--- src/rtl/lhn_serial_subtractor.sv ---
// lhn_serial_subtractor
// Bit-serial subtractor computing d = x - y - borrowin, one bit per clock,
// LSB first. A three-state FSM (IDLE, RUN, DONE) captures the operands,
// walks the bit counter across WIDTH cycles, then presents the result with
// a single-cycle done pulse. Difference, borrow-out and overflow hold their
// values until the next accepted start.
module lhn_serial_subtractor #(
  parameter int WIDTH = 7
) (
  input  logic             clk,
  input  logic             reset,
  input  logic             start,
  input  logic [WIDTH-1:0] x,
  input  logic [WIDTH-1:0] y,
  input  logic             borrowin,
  output logic [WIDTH-1:0] d,
  output logic             borrowout,
  output logic             overflow,
  output logic             busy,
  output logic             done
);

  // Counter wide enough to index bits 0..WIDTH-1.
  localparam int CW = (WIDTH > 1) ? $clog2(WIDTH) : 1;
  localparam logic [CW-1:0] LAST_BIT = CW'(WIDTH - 1);

  typedef enum logic [1:0] {
    IDLE = 2'd0,
    RUN  = 2'd1,
    DONE = 2'd2
  } state_t;

  state_t           state_q;
  logic [CW-1:0]    cnt_q;
  logic [WIDTH-1:0] x_q;
  logic [WIDTH-1:0] y_q;
  logic             borrow_q;
  logic [WIDTH-1:0] diff_q;
  logic             borrowout_q;
  logic             overflow_q;
  logic             busy_q;
  logic             done_q;

  // Full-subtractor slice for the bit currently addressed by the counter.
  logic x_bit;
  logic y_bit;
  logic diff_bit;
  logic borrow_d;

  // Combinational single-bit subtractor on the captured operands.
  always_comb begin
    // NOTE: every output of this block gets a value on every path, so no latch is inferred.
    x_bit    = x_q[cnt_q];
    y_bit    = y_q[cnt_q];
    diff_bit = x_bit ^ y_bit ^ borrow_q;
    borrow_d = (~x_bit & y_bit) | (~x_bit & borrow_q) | (y_bit & borrow_q);
  end

  // FSM, datapath registers and registered status outputs in one process.
  always_ff @(posedge clk) begin
    // NOTE: sequential state uses non-blocking assignments so every register samples pre-edge values.
    if (reset) begin
      // NOTE: operand and result registers are plain flops here, so clearing them in reset is cheap and keeps outputs defined.
      state_q     <= IDLE;
      cnt_q       <= '0;
      x_q         <= '0;
      y_q         <= '0;
      borrow_q    <= 1'b0;
      diff_q      <= '0;
      borrowout_q <= 1'b0;
      overflow_q  <= 1'b0;
      busy_q      <= 1'b0;
      done_q      <= 1'b0;
    end else begin
      done_q <= 1'b0;
      case (state_q)
        IDLE: begin
          if (start) begin
            x_q         <= x;
            y_q         <= y;
            borrow_q    <= borrowin;
            cnt_q       <= '0;
            diff_q      <= '0;
            borrowout_q <= 1'b0;
            overflow_q  <= 1'b0;
            busy_q      <= 1'b1;
            state_q     <= RUN;
          end
        end

        RUN: begin
          // start is deliberately not looked at here: a request while busy is dropped.
          diff_q[cnt_q] <= diff_bit;
          borrow_q      <= borrow_d;
          if (cnt_q == LAST_BIT) begin
            // Last bit: the borrow leaving the MSB is the final borrow, and the
            // MSB just produced decides signed overflow.
            borrowout_q <= borrow_d;
            overflow_q  <= (x_q[WIDTH-1] != y_q[WIDTH-1]) &&
                           (diff_bit != x_q[WIDTH-1]);
            busy_q      <= 1'b0;
            done_q      <= 1'b1;
            state_q     <= DONE;
          end else begin
            cnt_q <= cnt_q + 1'b1;
          end
        end

        DONE: begin
          // Result cycle; a start seen here is ignored.
          state_q <= IDLE;
        end

        default: begin
          state_q <= IDLE;
        end
      endcase
    end
  end

  assign d         = diff_q;
  assign borrowout = borrowout_q;
  assign overflow  = overflow_q;
  assign busy      = busy_q;
  assign done      = done_q;

endmodule

--- config.mk ---
export PLATFORM = sky130hd
export DESIGN_NAME = lhn_serial_subtractor
export DESIGN_NICKNAME = d
export VERILOG_FILES = /design/src/rtl/lhn_serial_subtractor.sv
export SDC_FILE = /design/constraint.sdc
export NUM_CORES = 1
export LEC_CHECK = 0
export ABC_AREA = 1
export CORE_UTILIZATION = 45
export DETAILED_ROUTE_END_ITERATION = 10
export PLACE_DENSITY = 0.74
export SYNTH_ARGS = -nofsm -noshare
export SYNTH_HDL_FRONTEND = slang
export SYNTH_SLANG_ARGS = --single-unit
--- constraint.sdc ---
create_clock -name clk -period 1.9 [get_ports clk]
set_input_delay 0.38 -clock clk [delete_from_list [all_inputs] [get_ports clk]]
set_output_delay 0.38 -clock clk [all_outputs]
set_load 0.02 [all_outputs]
==> results.md <==
* CTS max path bufs at 2
* #FFs+latches synth at 31
* DR DRC count at 0
* Layout net count at 273
* FP Rows at 20
* R2R Path Start: cnt_q[2]
* Clock period minus worst slack at 1.94 ns
* CTS tree: yes
* Register-to-Register Path Depth at 13
* DRT iter0 DRCs at 39
* Max cap viols at 0
* R2r setup slk at -0.04 ns
* Die height at 59.0 um
* Yosys top cell area share at 42.5%
* Detailed Routing Iterations Pass 1 at 4
* Placed Area at 1870 um2
* Routed len/inst at 10.8 um
* Synth warn at 0
* Post-Route Skew at 0.00516 ns
* Die area at 3480 um2
* CP arrival at 2.21 ns
* Syn Inst Count at 209
* Layout fillers at 303
* Input/output buffers at 28
* Leak at 0.836 nW
* Post-synth top cells: nor2_1 (45), nand2_1 (44), dfxtp_1 (31)
* Final Hold Vio Count at 0
* Post-route cell area at 1970 um2
* Top FF cell, synth: dfxtp_1
* # IOs at 29
* Die width at 59.0 um
* First-pass GRT wire length at 5.61 mm
* Max FO, Critical Path at 5
* Endpoints failing setup at 5
* Syn_nets at 230
* Count of cell types in the netlist at 25
* Hold path start: d[0]
* Top post-synthesis cells by area: dfxtp_1 (42%), nor2_1 (12%), nand2_1 (11%)
* Setup TNS at -0.0948 ns
* Via count at 1,455
* H-tree Lvls at 2
* Failing checks: negative setup slack
* Vias/cell at 4.92
* GRT Overall Usage at 21.9%
* Hold path depth at 2
* Hold_buf cts at 0
* Crit start category: register
* Setup repair bufs after CTS at 0
* Max_slew headroom at 72.1%
* Fmax at 0.515 GHz
* Crit Path Class: register to register
* Drt total wl at 3.20 mm
* Setup crit end kind: register
* Antenna diodes at 0
* Initial antenna violation count at 0
* Slew @ Worst Pin at 0.418 ns
* Ys async rst share at 0%
* Number of global-route vias before repair at 1,341
* Starting Density at 47.5%
* Worst Hold Class: register to register
* Peak VDD IR at 0.423 mV
* Core footprint at 3080 um2
* RSZ-0062 raised after global routing: yes
* Tcrit/Tclk final at 102%
* Worst-path clk slew at 0.10 ns
* Global route overflow at 0
* Count leader, synth: nor2_1
* Skew-Pair Late Insertion Delay at 0.33 ns
* Sequential fraction of the synthesis area at 42.5%
* Hold Crit Endpoint: d[0]
* Clk root buf: clkbuf_4
* RR Endpoint: overflow
* Worst Slack Setup Final at -0.0435 ns
* Synthesized area per cell at 6.99 um2
* Post-route ant nets at 0
* CTS Buf Count at 5
* Layout Utilization at 63.9%
* Post-DP HPWL at 2.32 mm
* Share of layout cells above drive strength 1 at 19.0%
* CTS sink cnt at 31
* Largest net degree at the start of global routing at 23
* Gpl congestion at 0.849
* Post-synth EDFFs at 0
* Area delta synth->final at 34.6%
* Status: finished, violations left
* Synthesized cell area at 1460 um2
* Required time of the critical path at 2.17 ns
* Cell accounting for the most synthesized area: dfxtp_1
* Fin. max-slew vios at 0
* Pwr dens at 713 nW/um2
-- power by group --
| group | internal, W | switching [W] | total, W |
|---|---|---|---|
| logic | 0.000135 | 0.000162 | 0.000297 |
| clock network | 0.000171 | 0.000221 | 0.000392 |
| registers | 0.000687 | 0.0000250 | 0.000712 |
-- worst max-delay path, stage by stage (launching register included) --
cell,delay [ns]
dfxtp_4,0.38
nor2_2,0.12
nand2_1,0.10
inv_2,0.08
nand2_1,0.05
nand4_1,0.08
nor2_2,0.06
fa_1,0.54
inv_2,0.07
o21ai_2,0.14
nand3_2,0.07
nand2_1,0.08
inv_1,0.04
nor2_1,0.08
-- registers in the layout, indices dropped and copies added (netlist names) --
register and count:
d 7, x_q 7, y_q 7, cnt_q 3, state_q 2, borrow_q 1, borrowout 1, busy 1
done 1, overflow 1
-- area by class of cell --
type	count	area [um2]	area share, %
clock buffers	6	51.3	2.61
clock inverters	1	5.00	0.254
inverters	15	56.3	2.86
multi-input cells	153	751	38.2
flip-flops and latches	31	629	32.0
well taps	44	55.1	2.80
repair buffers	46	419	21.3
-- placed cells by master (no fill, tap or decap), types with 2 or more instances in the layout --
cell	instances
o21ai_0	15
inv_2	8
a22oi_1	4
nand4_1	2
nand2_2	2
ha_1	2
a21oi_1	12
clkdlybuf4s50_1	28
clkbuf_4	5
nand3_1	12
nand3_2	2
o21ai_1	4
or2_1	2
buf_4	17
nor2_1	42
nor2_2	2
nor2_4	2
dfxtp_1	28
nand2_1	44
dfxtp_4	2
inv_1	7
-- stage by stage --
step | setup WS, ns | total power (W) | hold WS [ns] | std cells
after floorplan | 0.0143 | 0.000890 | 0.447 | 209
after global placement | -0.0623 | 0.00101 | 0.453 | 289
after detailed placement | -0.114 | 0.00101 | 0.451 | 289
after CTS | -0.00392 | 0.00141 | 0.466 | 296
after global routing | -0.154 | 0.00149 | 0.490 | 296
final | -0.0435 | 0.00140 | 0.469 | 296
-- logic make-up (layout without fill, tap and decap cells) --
logic type,count (synthesis),after routing,synth area share [%]
AOI/OAI and AO/OA,37,37,13.4
adders and majority gates,3,3,3.08
buffers and inverters,25,68,8.22
DFF,31,31,42.5
and+or+nand+nor,113,113,32.9
-- metal layers --
layer	GRT usage, %	vias to the layer above	routed length [um]
li1	-	757	-
met1	25.9	644	1430
met2	35.6	46	1510
met3	6.99	8	197
met4	11.6	0	63
met5	0	-	0
-- worst max-delay path by stage --
stage	startpoint	endpoint	slack (ns)	cells past startpoint
2_1_floorplan	cnt_q[0]	overflow	0.01	11
3_3_place_gp	cnt_q[0]	d[2]	-0.06	12
3_5_place_dp	cnt_q[0]	d[2]	-0.11	12
4_1_cts	cnt_q[2]	overflow	-0.004	13
5_1_grt	cnt_q[2]	overflow	-0.15	14
6_report	cnt_q[2]	overflow	-0.04	13
-- timing repair --
| action | CTS | global route |
|---|---|---|
| endpoints found under the setup margin | 7 | 9 |
| gates resized for setup | 14 | 9 |
| pin swaps | 0 | 7 |
(Power assumes the default switching activity.)
